--- src/rtl/md_pkg.sv ---
// Shared types for the iterative multiply/divide unit: operation codes,
// controller states and small decode helpers.
package md_pkg;

    typedef enum logic [1:0] {
        MD_MULT  = 2'b00,
        MD_MULTU = 2'b01,
        MD_DIV   = 2'b10,
        MD_DIVU  = 2'b11
    } md_op_t;

    typedef enum logic [1:0] {
        IDLE,
        RUN,
        FIX
    } md_state_t;

    localparam int MD_WIDTH = 32;

    function automatic logic is_div_op(input md_op_t op);
        return op[1];
    endfunction

    function automatic logic is_signed_op(input md_op_t op);
        return ~op[0];
    endfunction

endpackage

--- src/rtl/md_datapath.sv ---
// Iteration datapath: shift-add multiply on a 2W accumulator, or restoring
// divide with the quotient shifted in from the LSB. Operates on magnitudes.
module md_datapath
    import md_pkg::*;
#(
    parameter int WIDTH = MD_WIDTH
) (
    input  logic               clk,
    input  logic               reset,
    input  logic               load,
    input  logic               step,
    input  logic               is_div,
    input  logic [WIDTH-1:0]   a_in,
    input  logic [WIDTH-1:0]   b_in,
    output logic [2*WIDTH-1:0] prod,
    output logic [WIDTH-1:0]   quo,
    output logic [WIDTH-1:0]   rem
);

    logic [2*WIDTH-1:0] acc_q, acc_d;
    logic [WIDTH-1:0]   rem_q, rem_d;
    logic [WIDTH-1:0]   quo_q, quo_d;
    logic [WIDTH-1:0]   opnd_q, opnd_d;

    logic [WIDTH:0]     add_sum;
    logic [WIDTH:0]     shifted;
    logic               ge;

    always_comb begin
        add_sum = {1'b0, acc_q[2*WIDTH-1:WIDTH]} + {1'b0, (acc_q[0] ? opnd_q : '0)};
        // Partial remainder is WIDTH+1 bits wide before the trial subtract;
        // after it the remainder always fits back into WIDTH bits.
        shifted = {rem_q, quo_q[WIDTH-1]};
        ge      = shifted >= {1'b0, opnd_q};

        acc_d  = acc_q;
        rem_d  = rem_q;
        quo_d  = quo_q;
        opnd_d = opnd_q;

        if (load) begin
            opnd_d = is_div ? b_in : a_in;
            acc_d  = is_div ? '0 : {{WIDTH{1'b0}}, b_in};
            quo_d  = is_div ? a_in : '0;
            rem_d  = '0;
        end else if (step) begin
            if (is_div) begin
                rem_d = WIDTH'(ge ? shifted - {1'b0, opnd_q} : shifted);
                quo_d = {quo_q[WIDTH-2:0], ge};
            end else begin
                acc_d = {add_sum, acc_q[WIDTH-1:1]};
            end
        end
    end

    always_ff @(posedge clk) begin
        if (reset) begin
            acc_q  <= '0;
            rem_q  <= '0;
            quo_q  <= '0;
            opnd_q <= '0;
        end else begin
            acc_q  <= acc_d;
            rem_q  <= rem_d;
            quo_q  <= quo_d;
            opnd_q <= opnd_d;
        end
    end

    assign prod = acc_q;
    assign quo  = quo_q;
    assign rem  = rem_q;

endmodule

--- src/rtl/mult_div_unit.sv ---
// Iterative 32-bit MULT/MULTU/DIV/DIVU with architectural HI/LO registers.
// Controller, sign handling, HI/LO and flags live here; iteration in md_datapath.
module mult_div_unit
    import md_pkg::*;
#(
    parameter int WIDTH = MD_WIDTH
) (
    input  logic             clk,
    input  logic             reset,
    input  logic             start,
    input  logic [1:0]       md_op,
    input  logic [WIDTH-1:0] data_in1,
    input  logic [WIDTH-1:0] data_in2,
    input  logic             mthi,
    input  logic             mtlo,
    output logic             busy,
    output logic             done,
    output logic             div_zero,
    output logic [WIDTH-1:0] hi,
    output logic [WIDTH-1:0] lo
);

    localparam int CNT_W = $clog2(WIDTH);

    md_state_t        state_q, state_d;
    logic [CNT_W-1:0] cnt_q, cnt_d;
    logic             div_q, div_d;
    logic             neg_res_q, neg_res_d;
    logic             neg_rem_q, neg_rem_d;
    logic [WIDTH-1:0] hi_q, hi_d;
    logic [WIDTH-1:0] lo_q, lo_d;
    logic             done_q, done_d;
    logic             div_zero_q, div_zero_d;

    md_op_t             op_in;
    logic               sa, sb, in_div, b_zero;
    logic [WIDTH-1:0]   mag_a, mag_b;
    logic [2*WIDTH-1:0] prod;
    logic [WIDTH-1:0]   quo, rem;

    assign op_in  = md_op_t'(md_op);
    assign in_div = is_div_op(op_in);
    assign b_zero = (data_in2 == '0);
    assign sa     = is_signed_op(op_in) & data_in1[WIDTH-1];
    assign sb     = is_signed_op(op_in) & data_in2[WIDTH-1];
    assign mag_a  = sa ? -data_in1 : data_in1;
    assign mag_b  = sb ? -data_in2 : data_in2;

    md_datapath #(.WIDTH(WIDTH)) u_dp (
        .clk    (clk),
        .reset  (reset),
        .load   (state_q == IDLE && start),
        .step   (state_q == RUN),
        .is_div (state_q == IDLE ? in_div : div_q),
        .a_in   (mag_a),
        .b_in   (mag_b),
        .prod   (prod),
        .quo    (quo),
        .rem    (rem)
    );

    always_comb begin
        state_d    = state_q;
        cnt_d      = cnt_q;
        div_d      = div_q;
        neg_res_d  = neg_res_q;
        neg_rem_d  = neg_rem_q;
        hi_d       = hi_q;
        lo_d       = lo_q;
        done_d     = 1'b0;
        div_zero_d = div_zero_q;

        case (state_q)
            IDLE: begin
                if (start) begin
                    div_d      = in_div;
                    // A zero divisor leaves the all-ones quotient uncorrected.
                    neg_res_d  = (sa ^ sb) & ~(in_div & b_zero);
                    neg_rem_d  = sa;
                    div_zero_d = in_div & b_zero;
                    cnt_d      = '0;
                    state_d    = RUN;
                end else begin
                    if (mthi) hi_d = data_in1;
                    if (mtlo) lo_d = data_in1;
                end
            end
            RUN: begin
                cnt_d = cnt_q + CNT_W'(1);
                if (cnt_q == CNT_W'(WIDTH - 1)) state_d = FIX;
            end
            FIX: begin
                if (div_q) begin
                    lo_d = neg_res_q ? -quo : quo;
                    hi_d = neg_rem_q ? -rem : rem;
                end else begin
                    {hi_d, lo_d} = neg_res_q ? -prod : prod;
                end
                done_d  = 1'b1;
                state_d = IDLE;
            end
            default: state_d = IDLE;
        endcase
    end

    always_ff @(posedge clk) begin
        if (reset) begin
            state_q    <= IDLE;
            cnt_q      <= '0;
            div_q      <= 1'b0;
            neg_res_q  <= 1'b0;
            neg_rem_q  <= 1'b0;
            hi_q       <= '0;
            lo_q       <= '0;
            done_q     <= 1'b0;
            div_zero_q <= 1'b0;
        end else begin
            state_q    <= state_d;
            cnt_q      <= cnt_d;
            div_q      <= div_d;
            neg_res_q  <= neg_res_d;
            neg_rem_q  <= neg_rem_d;
            hi_q       <= hi_d;
            lo_q       <= lo_d;
            done_q     <= done_d;
            div_zero_q <= div_zero_d;
        end
    end

    assign busy     = (state_q != IDLE);
    assign done     = done_q;
    assign div_zero = div_zero_q;
    assign hi       = hi_q;
    assign lo       = lo_q;

endmodule

--- config.mk ---
export PLATFORM = sky130hd
export DESIGN_NAME = mult_div_unit
export DESIGN_NICKNAME = d
export VERILOG_FILES = /design/src/rtl/md_pkg.sv /design/src/rtl/md_datapath.sv /design/src/rtl/mult_div_unit.sv
export SDC_FILE = /design/constraint.sdc
export NUM_CORES = 1
export LEC_CHECK = 0
export BUFFER_PORTS_ARGS = -buffer_cell sky130_fd_sc_hd__buf_2
export CAP_MARGIN = 20
export CORE_MARGIN = 2
export CORE_UTILIZATION = 30
export DETAILED_ROUTE_END_ITERATION = 10
export PLACE_DENSITY_LB_ADDON = 0.2
export SLEW_MARGIN = 5
export SYNTH_ARGS = -nofsm -noshare
export SYNTH_HDL_FRONTEND = slang
export SYNTH_SLANG_ARGS = --single-unit
--- constraint.sdc ---
create_clock -name clk -period 9 [get_ports clk]
set_input_delay 0.9 -clock clk [delete_from_list [all_inputs] [get_ports clk]]
set_output_delay 0.9 -clock clk [all_outputs]
set_load 0.01 [all_outputs]
-- Yosys cells after proc, flatten, opt, wreduce, memory -nomap -nowiden
Index checks and enable logic that the tools add are counted.
- bits in registers: 236
- latch bits: 0
- bits in writable memories: 0
- memory bits (read-only): 0
- input bits: 71
- output and inout bits: 67
- word-level logic and storage cells: 86
- memories kept: 0
- add/sub/neg operators: 8
- multipliers: 0
- div/mod/pow operators: 0
- $lt $le $gt $ge: 1
- equal/unequal tests: 9
- shift operators: 0
- mux-type cells: 31
- bitwise operators: 7
- reduce and logical (&&, ||, !) cells: 17
- operators by type and width (kind ; count):
    2-to-1 mux 32 bit ; 18
    2-to-1 mux 64 bit ; 4
    negator 32 bit ; 4
    case mux 32 bit (2 select lines) ; 2
    negator 64 bit ; 1
    adder 32 x 32 -> 33 bit ; 1
    >= comparator 33 x 32 -> 1 bit ; 1
    zero test 32 bit ; 1
    subtractor 32 bit ; 1
    AND reduction 2 bit ; 6
    != test 2 bit (second input constant) ; 5
    case mux 5 bit (2 select lines) ; 1
    nonzero test 2 bit ; 5
    AND reduction 3 bit ; 2
    adder 5 x 1 -> 5 bit (second input constant) ; 1
    == test 5 bit (second input constant) ; 1
    2-to-1 mux 5 bit ; 1
    AND 1 bit ; 4
    2-to-1 mux 2 bit ; 2
    case mux 2 bit (2 select lines) ; 1
    == test 2 x 1 -> 1 bit (second input constant) ; 1
    == test 2 bit (second input constant) ; 1
    zero test 2 bit ; 1
    2-to-1 mux 1 bit ; 2
    other kinds (5) ; 6

-- Logic depth before layout (Yosys ltp)
Gate-level depths: netlist (run 1).
- depth in word-level cells: 5
- gate-level depth with buffers: 14
- mapped depth without buffers: 13

-- By module
From an unflattened synthesis (run 1), not the netlist that was laid out.
- cell total of the unflattened synthesis: 2644
- area, all modules: 18928.2 um^2
- modules (own cells, without submodules) (module ; instances ; cells each ; area each (um^2) ; sequential area each (um^2)):
    md_datapath ; 1 ; 1376 ; 10253.6 ; 3203.1
    mult_div_unit ; 1 ; 1268 ; 8674.6 ; 1521.5

-- Worst setup path after synthesis (run 1)
OpenSTA, ideal clock, no wires.
- kind: register -> register
- start: register u_dp.acc_q[0] (netlist: u_dp.prod[0])
- end: register hi_q[26] (netlist: hi[26])
- library setup time: 0.126 ns
- arrival time: 3.275 ns
- setup slack: 5.598 ns
- cell stages (with the launch flop): 12
- buffers on the path: 1
- clock period less this slack: 3.402 ns
- cells stage by stage: dfxtp_1 inv_1 clkbuf_1 ha_1 or3b_1 or4_1 nor3_1 nand4_1 or4_1 o31ai_1 xor2_1 o21ai_1
- word-level cells in the longest chain between the ends: 4
- RTL lines (element ; RTL line ; source):
    from (decl) ; md_datapath.sv:20 ; logic [2*WIDTH-1:0] acc_q, acc_d;
    from (signal assigned) ; md_datapath.sv:58 ; acc_q <= '0;
    from (signal assigned) ; md_datapath.sv:63 ; acc_q <= acc_d;
    negator 64 bit ; mult_div_unit.sv:97 ; {hi_d, lo_d} = neg_res_q ? -prod : prod;
    2-to-1 mux 64 bit ; mult_div_unit.sv:97 ;
    2-to-1 mux 32 bit ; mult_div_unit.sv:93 ; if (div_q) begin
    case mux 32 bit (2 select lines) ; mult_div_unit.sv:73 ; case (state_q)
    to (signal assigned) ; mult_div_unit.sv:123 ; hi_q <= hi_d;
    to (decl) ; mult_div_unit.sv:30 ; logic [WIDTH-1:0] hi_q, hi_d;
Every way passes these cells.
A chain may end at the register's enable or synchronous reset.

-- Worst setup path in the final report (run 1)
- start: register u_dp.acc_q[0] (netlist: u_dp.prod[0])
- end: register u_dp.acc_q[63] (netlist: u_dp.prod[63])
- word-level cells in the longest chain between the ends: 5
- RTL lines (element ; RTL line ; source):
    2-to-1 mux 32 bit ; md_datapath.sv:30 ; add_sum = {1'b0, acc_q[2*WIDTH-1:WIDTH]} + {1'b0, (acc_q[0] ? opnd_q : '0)};
    adder 32 x 32 -> 33 bit ; md_datapath.sv:30 ;
    2-to-1 mux 64 bit ; md_datapath.sv:47 ; if (is_div) begin
    2-to-1 mux 64 bit ; md_datapath.sv:46 ; end else if (step) begin
    2-to-1 mux 64 bit ; md_datapath.sv:41 ; if (load) begin
Every way passes these cells. The select of a mux whose other input is x is not followed.

==> results of run 1 <==
[state kept, by name (all words and copies together), names as in the netlist]
register and cells:
cnt_q 5, u_dp.prod 64, u_dp.quo 32, neg_res_q 1, done 1, state_q 2, neg_rem_q 1, hi 32
lo 32, u_dp.opnd_q 32, div_q 1, div_zero 1, u_dp.rem 32
[cell usage in the layout, fill, tap and decap left out, types with 8 or more instances in the layout]
cell and count:
a221oi_1 9, buf_4 23, a21o_1 26, mux2i_1 64, o21a_1 8, nor2b_1 14
xor2_1 101, o211ai_1 46, a22oi_1 9, o22a_1 28, nand2b_1 18, o21bai_1 15
xnor2_1 131, dfxtp_1 234, a21oi_1 265, or4_1 19, buf_2 136, or3_1 22
a311oi_1 20, nor2_1 258, o22ai_1 8, inv_1 71, and3_1 13, a31oi_1 13
o31ai_1 41, nand3_1 45, nor4_1 20, nand2_1 304, ha_1 71, nor3_1 45
nand4_1 15, clkbuf_16 29, o41ai_1 22, or2_2 13, o21ai_0 166, a211oi_1 31
[where the power goes]
part	internal (mW)	switching, mW
clock network	0.721	0.521
registers	1.09	0.0698
logic	0.255	0.492
total	2.07	1.08
[cells by family (layout without fill, tap and decap cells)]
family / after synthesis / count (layout) / share of synthesized area (%)
and+or+nand+nor: 825 / 825 / 21.1
muxes: 66 / 66 / 3.81
xor gates and xnor gates: 232 / 232 / 11.5
AOI/OAI and AO/OA: 758 / 758 / 26.8
DFF: 236 / 236 / 26.7
buffers and inverters: 227 / 286 / 4.91
adders and majority gates: 73 / 73 / 5.24
[through the flow]
| step | total power, mW | hold slack (ns) | cell area, µm² | util, % |
|---|---|---|---|---|
| final | 3.15 | 0.453 | 20000 | 34.1 |
| after global routing | 3.29 | 0.472 | 20000 | 34.1 |
| after CTS | 3.16 | 0.454 | 20000 | 34.0 |
| after detailed placement | 1.92 | 0.445 | 19000 | 32.3 |
| after global placement | 1.91 | 0.445 | 19000 | 32.3 |
| after floorplan | 1.65 | 0.429 | 17700 | - |
[critical path, delay by kind of cell (launching register included)]
family | cells | cell delay [ns]
buffers and inverters | 1 | 0.74
DFF | 1 | 0.36
adders and majority gates | 1 | 0.37
and+or+nand+nor | 2 | 0.23
AOI/OAI and AO/OA | 8 | 2.59
[metal layers]
metal	up-vias	wire length [µm]	global-route usage, %
li1	8730	-	-
met1	8878	34300	34.5
met2	718	31700	35.3
met3	101	6850	4.85
met4	0	2620	8.22
met5	-	0	0
[path summary, 6_finish.rpt]
path	start	to	slack (ns)	depth (start not counted)
worst max register to register	u_dp.prod[0]	u_dp.prod[63]	4.58	12
worst min register to register	u_dp.opnd_q[4]	u_dp.opnd_q[4]	0.45	2
worst max-delay path	u_dp.prod[0]	u_dp.prod[63]	4.58	12
worst min-delay path	u_dp.opnd_q[4]	u_dp.opnd_q[4]	0.45	2
[cell type report]
class	instances	area [µm²]	area share, %
sequential	236	4730	23.7
multi-input combinational	1954	12200	60.9
timing repair buffer	161	872	4.36
tap	773	967	4.84
clock inverter	15	178	0.889
clock buffer	38	810	4.05
inverter	72	270	1.35
==> reports/qor.txt, run 1 <==
Yosys warns: 0
TritonRoute pass-1 iters: 8
Max stage delay on crit path: 0.87 ns
Postcts setup bufs: 0
Worst-path clk slew: 0.06 ns
CORE AREA: 0.0587 mm²
Cells along the critical path: inv_1, nor2_1, ha_1, a21o_1, a21oi_1, nand3_1, a41oi_1, a21oi_1, a311oi_1, o21ba_2, o21ai_0, a22o_1
Fin cells: 3249
Async set-reset flop share out of synthesis: 0%
Fmax: 0.226 GHz
Register area share after synthesis: 26.7%
Vias in the first global route: 16736
PostCTS Resize Cnt: 0
Cell Pwr Density: 158 mW/mm²
Placed insts: 3194
Most frequent CP cell: a21oi_1
Ant. Diodes: 0
Hold crit path type: reg -> reg
CTS tree: built
Slew margin rel.: 33.7%
Worst-path maximum fanout: 31
Largest area contributor in the netlist: dfxtp_1
Gr ovfl total: 0
LEAKAGE: 7.80 nW
CP arrival: 4.90 ns
Skew final: 0.0299 ns
Die X: 247 µm
# H-tree levels: 1
RSZ-0062 raised after global routing: false
Leading register cell type out of synthesis: dfxtp_1
Mean number of vias per cell: 5.67
RD Place Congestion: 0.950
Global-route wire length before repair: 111000 µm
Die area: 0.0610 mm²
Root Driver: clkbuf_16
# port buffers: 137
Synthesized area per cell: 7.33 µm²
VDD IR-drop max: 0.140 mV
Top post-synthesis cells by area: dfxtp_1, a21oi_1, xnor2_1, nand2_1, nor2_1
Initial Util: 30.2%
Period minus WS final: 4.42 ns
Iteration-0 DRC Markers: 1656
Setup WS pre-CTS: 4.08 ns
Nets: 2598
Post-Syn Instances: 2417
Critical Path Sink Type: flop
Final Setup Violations: 0
Die height: 247 µm
Post-Syn Area: 0.0177 mm²
DR DRC count: 0
Clock sink count: 236
Final antenna-violating net count: 0
Initial antenna violation count: 0
Clk buf depth: 3
Largest net degree at the start of global routing: 100
FILL cells: 6297
Top-area cell type share of the netlist area: 26.7%
Hold Vio Cnt, Final: 0
Setup WS post-layout: 4.58 ns
GR Util All Layers: 24.0%
Distinct cells, synth: 77
Total Wirelength: 75600 µm
Setup TNS: 0 ns
Post-DP HPWL: 58100 µm
CP required: 9.47 ns
Via count: 18427
Final slew viol count: 0
Critical Path Source Type: flop
Rows: 89
Area Overhead vs Synth: 12.8%
Period utilization: 49.2%
Crit Path Category: reg -> reg
Max-cap violation count: 0
Worst skew pair latency: 0.60 ns
WL/cell: 23.3 µm
Hold buffer count at CTS: 0
Critical path's slowest cell: a311oi_1
Most frequent cells after synthesis: nand2_1, a21oi_1, nor2_1
Syn Nets: 2561
Top-count cell post-synth: nand2_1
CTS Buf Count: 29
Worst Tran Pin Value: 0.993 ns
I/O pin count: 138
Status: complete, no violations
Layout cells sized above 1: 10.2%
EDFF count, synth: 0
Seq cells post-synth: 236
Power figures use the tool's default switching activity.
==> inputs of run 2 (changes only) <==
==> constraint.sdc (replaced) <==
create_clock -name clk -period 3.7 [get_ports clk]
set_input_delay 0.37 -clock clk [delete_from_list [all_inputs] [get_ports clk]]
set_output_delay 0.37 -clock clk [all_outputs]
set_load 0.01 [all_outputs]
==> run 2 against run 1 <==
Cell count up 1.7%. Routed wire length up 1.9%. Design area up 3.1%. Critical path depth down 3. Sequential share of layout area down 0.71 points. Die area unchanged. Power rose to 2.6 times the previous value. Worst setup slack worse by 4.4 ns. First-iteration DRC count up 8.5%. Global-route usage up 0.46 points. Critical endpoint is now hi[31].
==> reports/qor.txt, run 2 (same netlist as run 1, synthesis figures left out) <==
Sequential Power Share: 33.8% (was 36.9%)
GR Util All Layers: 24.5% (was 24.0%)
CP startpoint: u_dp.rem[8] (was u_dp.prod[0])
RD Place Congestion: 0.950 (unchanged)
Placed insts: 3247 (was 3194)
Rows: 89 (unchanged)
RSZ-0062 raised after global routing: false (unchanged)
Die height: 247 µm (unchanged)
CP Buf/Inv Count: 0 (was 1)
Status: complete, no violations (unchanged)
Total Wirelength: 77000 µm (was 75600 µm)
Internal: 5.59 mW (was 2.07 mW)
Crit Path Category: reg -> reg (unchanged)
DR DRC count: 0 (unchanged)
Worst-path maximum fanout: 8 (was 31)
Hold Vio Cnt, Final: 0 (unchanged)
Setup TNS: 0 ns (unchanged)
Most frequent CP cell: or4_1 (was a21oi_1)
CP arrival: 3.99 ns (was 4.90 ns)
Postcts setup bufs: 0 (unchanged)
TritonRoute pass-1 iters: 5 (was 8)
Worst min-delay path startpoint: data_in1[16] (was u_dp.opnd_q[4])
Layout cells sized above 1: 12.2% (was 10.2%)
# H-tree levels: 1 (unchanged)
Die area: 0.0610 mm² (unchanged)
Slew margin rel.: 32.7% (was 33.7%)
Critical path's slowest cell: or4_1 (was a311oi_1)
Final slew viol count: 0 (unchanged)
Critical Path Source Type: flop (unchanged)
Switching share of power: 32.6% (was 34.3%)
Root Driver: clkbuf_16 (unchanged)
Initial antenna violation count: 3 (was 0)
Most frequent cells in the layout: nand2_1, a21oi_1, nor2_1, dfxtp_1, o21ai_0 (unchanged)
Gr ovfl total: 0 (unchanged)
Comb pwr share: 23.3% (was 23.7%)
Multi-input gate area: 0.0122 mm² (about the same)
Cell Pwr Density: 403 mW/mm² (was 158 mW/mm²)
Post-route cell area: 0.0206 mm² (was 0.0200 mm²)
Psw: 2.71 mW (was 1.08 mW)
CP required: 4.15 ns (was 9.47 ns)
Seq. cell area: 0.00473 mm² (unchanged)
Final Setup Violations: 0 (unchanged)
Period minus WS final: 3.54 ns (was 4.42 ns)
VDD IR-drop max: 0.323 mV (was 0.140 mV)
FILL cells: 6197 (was 6297)
Worst Tran Pin Value: 1.01 ns (was 0.993 ns)
Hold_ws: 0.105 ns (was 0.453 ns)
Period utilization: 95.8% (was 49.2%)
Skew final: 0.0313 ns (was 0.0299 ns)
Ant. Diodes: 0 (unchanged)
Max-cap violation count: 0 (unchanged)
Post-DP HPWL: 59800 µm (was 58100 µm)
Mean number of vias per cell: 5.61 (was 5.67)
Cells along the critical path: or4_1, or4_1, or3_4, or3b_1, o31ai_2, xor2_1, mux2i_1, o21ai_0, a21oi_1 (was inv_1, nor2_1, ha_1, a21o_1, a21oi_1, nand3_1, a41oi_1, a21oi_1, a311oi_1, o21ba_2, o21ai_0, a22o_1)
Worst-path clk slew: 0.07 ns (was 0.06 ns)
I/O pin count: 138 (unchanged)
Final antenna-violating net count: 0 (unchanged)
Hold crit path type: in -> reg (was reg -> reg)
Nets: 2651 (was 2598)
Top delay family on crit path: simple AND/OR/NAND/NOR gates (was compound AO/OA/AOI/OAI gates)
Critical Path Sink Type: flop (unchanged)
Clock sink count: 236 (unchanged)
Die X: 247 µm (unchanged)
Commonest non-fill, non-tap cell in the layout: nand2_1 (unchanged)
Iteration-0 DRC Markers: 1796 (was 1656)
Vias in the first global route: 17323 (was 16736)
Largest net degree at the start of global routing: 101 (was 100)
Placement Cell Area: 0.0194 mm² (was 0.0190 mm²)
Area Overhead vs Synth: 16.3% (was 12.8%)
Clk buf depth: 3 (unchanged)
# port buffers: 137 (unchanged)
Max stage delay on crit path: 0.62 ns (was 0.87 ns)
Power Total: 8.30 mW (was 3.15 mW)
Clock power frac: 42.9% (was 39.4%)
Fmax: 0.282 GHz (was 0.226 GHz)
Global-route wire length before repair: 113000 µm (was 111000 µm)
Max FFs per register: 64 (unchanged)
Initial Util: 30.2% (unchanged)
Fin cells: 3303 (was 3249)
CTS Buf Count: 31 (was 29)
Via count: 18543 (was 18427)
Worst r2r src: u_dp.rem[8] (was u_dp.prod[0])
CTS tree: built (unchanged)
WL/cell: 23.3 µm (about the same)
LEAKAGE: 8.15 nW (was 7.80 nW)
Worst skew pair latency: 0.61 ns (was 0.60 ns)
CORE AREA: 0.0587 mm² (unchanged)
run 2: cell count changes in the layout (fill, tap and decap cells not counted), sizes merged:
cell	previous run	this run
clkinvlp	2	1
clkinv	10	7
bufinv	3	9
buf	160	212
run 2: layout make-up:
cell class | count | share of cell area (%)
clock buffers | 39 | 4.15
clock inverters | 17 | 1.59
inverters | 72 | 1.31
multi-input cells | 1954 | 59.1
flip-flops and latches | 236 | 22.9
well taps | 773 | 4.69
repair buffers | 212 | 6.21
run 2: per-stage QoR:
step / utilization (%) / setup slack (ns)
2_1_floorplan: - / 0.298
3_3_place_gp: 33.1 / 0.0184
3_5_place_dp: 33.1 / 0.0501
4_1_cts: 35.1 / 0.0149
5_1_grt: 35.1 / 0.0156
6_report: 35.1 / 0.156
run 2: worst min-delay path: stages:
cell and delay [ns]:
buf_2 0.15, nand3_1 0.07, a31oi_1 0.07
run 2: timing repair:
action,CTS,global route
gates resized for setup,0,3
setup endpoints to repair,0,3
hold endpoints to repair,0,0
hold buffers,0,0
run 2: final timing paths:
check / endpoint / slack (ns) / cells after the start
min reg2reg: u_dp.opnd_q[13] / 0.45 / 2
max: hi[31] / 0.16 / 9
min: lo[16] / 0.11 / 3
max reg2reg: hi[31] / 0.16 / 9
run 2: power by group through the flow:
stage | combinational (mW) | sequential, mW | clock [mW]
after floorplan | 1.19 | 2.81 | 0
after global placement | 1.89 | 2.86 | 0
after detailed placement | 1.89 | 2.86 | 0
after CTS | 1.90 | 2.81 | 3.62
after global routing | 2.09 | 2.82 | 3.71
final | 1.93 | 2.81 | 3.56
run 2: per-layer routing:
layer  vias up  wire [µm]  global-route usage, %
met5         -         27                      0
met4         4       2700                   8.50
met3       106       6540                   4.61
met2       740      31800                   35.7
met1      8856      35900                   35.6
li1       8837          -                      -
==> inputs of run 3 (changes only) <==
--- a/config.mk
+++ b/config.mk
@@ -10,7 +10,7 @@
 export CORE_MARGIN = 2
 export CORE_UTILIZATION = 30
 export DETAILED_ROUTE_END_ITERATION = 10
-export PLACE_DENSITY_LB_ADDON = 0.2
+export PLACE_DENSITY_LB_ADDON = 0.1
 export SLEW_MARGIN = 5
 export SYNTH_ARGS = -nofsm -noshare
 export SYNTH_HDL_FRONTEND = slang
==> run 3 against run 2 <==
Sequential share of layout area decreased by 0.14 points. Design area rose by 0.61%. Clock-buffer cell count increased by 2. Cell count increased by 0.70%. Worst setup slack worse by 0.0045 ns. Critical endpoint is now hi[26]. Largest cell class unchanged.
==> reports/qor.txt, run 3 (same netlist as run 1, synthesis figures left out) <==
Clock power frac: 41.0% (was 42.9%)
Skew final: 0.0324 ns (was 0.0313 ns)
Seq. cell area: 0.00473 mm² (unchanged)
Worst skew pair latency: 0.57 ns (was 0.61 ns)
Fmax: 0.282 GHz (about the same)
TritonRoute pass-1 iters: 6 (was 5)
Initial antenna violation count: 2 (was 3)
CORE AREA: 0.0587 mm² (unchanged)
CP arrival: 3.96 ns (was 3.99 ns)
LEAKAGE: 8.26 nW (was 8.15 nW)
GR Util All Layers: 25.5% (was 24.5%)
Clk buf depth: 3 (unchanged)
WL/cell: 24.2 µm (was 23.3 µm)
Status: complete, no violations (unchanged)
CTS Buf Count: 34 (was 31)
RSZ-0062 raised after global routing: false (unchanged)
Switching share of power: 34.2% (was 32.6%)
Gr ovfl total: 0 (unchanged)
Setup TNS: 0 ns (unchanged)
Iteration-0 DRC Markers: 1628 (was 1796)
Critical Path Source Type: flop (unchanged)
Via count: 18675 (was 18543)
Multi-input gate area: 0.0122 mm² (about the same)
Hold buffer count at CTS: 0 (unchanged)
FILL cells: 6263 (was 6197)
Psw: 2.81 mW (was 2.71 mW)
# H-tree levels: 2 (was 1)
Sequential Power Share: 34.0% (was 33.8%)
Period minus WS final: 3.55 ns (was 3.54 ns)
Mean number of vias per cell: 5.61 (about the same)
Post-DP HPWL: 62400 µm (was 59800 µm)
Comb pwr share: 25.0% (was 23.3%)
Vias in the first global route: 16993 (was 17323)
Area Overhead vs Synth: 17.1% (was 16.3%)
Max FFs per register: 64 (unchanged)
Layout cells sized above 1: 13.0% (was 12.2%)
Cell Pwr Density: 396 mW/mm² (was 403 mW/mm²)
Crit Path Category: reg -> reg (unchanged)
Nets: 2677 (was 2651)
Final slew viol count: 0 (unchanged)
CTS tree: built (unchanged)
VDD IR-drop max: 0.253 mV (was 0.323 mV)
Critical Path Sink Type: flop (unchanged)
Largest net degree at the start of global routing: 163 (was 101)
Die area: 0.0610 mm² (unchanged)
Final antenna-violating net count: 0 (unchanged)
Power Total: 8.21 mW (was 8.30 mW)
Rows: 89 (unchanged)
Max-cap violation count: 0 (unchanged)
Worst-path maximum fanout: 9 (was 8)
# port buffers: 137 (unchanged)
Commonest non-fill, non-tap cell in the layout: nand2_1 (unchanged)
Internal: 5.40 mW (was 5.59 mW)
Worst-path clk slew: 0.05 ns (was 0.07 ns)
Final Setup Violations: 0 (unchanged)
Hold Vio Cnt, Final: 0 (unchanged)
Die X: 247 µm (unchanged)
Setup WS pre-CTS: 0.0877 ns (was 0.0501 ns)
I/O pin count: 138 (unchanged)
Period utilization: 95.9% (was 95.8%)
Initial Util: 30.2% (unchanged)
Final core utilization: 35.3% (was 35.1%)
Die height: 247 µm (unchanged)
RD Place Congestion: 0.914 (was 0.950)
R2R Setup Slk: 0.15 ns (was 0.16 ns)
Root Driver: clkbuf_16 (unchanged)
Hold_ws: 0.0442 ns (was 0.105 ns)
Clock sink count: 236 (unchanged)
Hold crit path type: in -> reg (unchanged)
DR DRC count: 0 (unchanged)
Setup WS post-layout: 0.152 ns (was 0.156 ns)
Total Wirelength: 80300 µm (was 77000 µm)
Worst Tran Pin Value: 1.06 ns (was 1.01 ns)
CP required: 4.11 ns (was 4.15 ns)
Global-route wire length before repair: 115000 µm (was 113000 µm)
Most frequent cells in the layout: nand2_1, a21oi_1, nor2_1, dfxtp_1, o21ai_0 (unchanged)
Slew margin rel.: 29.2% (was 32.7%)
## run 3: worst max-delay path, stage by stage (launching register included)
cell     delay, ns
dfxtp_1       0.39
inv_2         0.12
ha_1          0.23
or3b_1        0.41
or4_1         0.46
nor3_1        0.18
buf_4         0.21
buf_4         0.14
nand4_1       0.10
buf_4         0.21
or4_1         0.44
o31ai_1       0.26
xor2_1        0.18
o21ai_1       0.07
## run 3: worst paths after layout
kind	end	from	cells past startpoint
setup / recovery	hi[26]	u_dp.prod[0]	13
hold / removal	hi[20]	reset	2
setup reg to reg	hi[26]	u_dp.prod[0]	13
hold reg to reg	lo[9]	lo[9]	2
## run 3: metal layers
metal  vias up  wire (µm)  global-route usage [%]
li1       8870          -                       -
met1      9046      38900                    37.7
met2       679      33000                    36.6
met3        78       6790                    6.25
met4         2       1680                    5.90
met5         -         10                       0
## run 3: cell type report
class,count,share of cell area [%]
Multi-Input combinational cell,1954,58.8
Sequential cell,236,22.8
Timing Repair Buffer,235,7.13
Tap cell,773,4.67
Clock buffer,41,4.38
Inverter,72,1.30
Clock inverter,14,0.911
Antenna cell,1,0.0121
## run 3: power by group through the flow
| stage | logic, mW | registers (mW) | clock network (mW) |
|---|---|---|---|
| finish | 2.05 | 2.79 | 3.37 |
| global route | 2.20 | 2.80 | 3.50 |
| CTS | 1.99 | 2.79 | 3.43 |
| detailed placement | 1.98 | 2.84 | 0 |
| global placement | 1.99 | 2.84 | 0 |
| floorplan | 1.19 | 2.81 | 0 |
## run 3: per-stage QoR
stage	area (µm²)	cells
floorplan	17700	2417
global route	20700	3325
detailed placement	19600	3266
finish	20700	3326
CTS	20700	3321
global placement	19600	3266
## run 3: timing repair
item,CTS,global route
buffers inserted,0,4
endpoints found under the setup margin,0,14
resized for setup,0,9
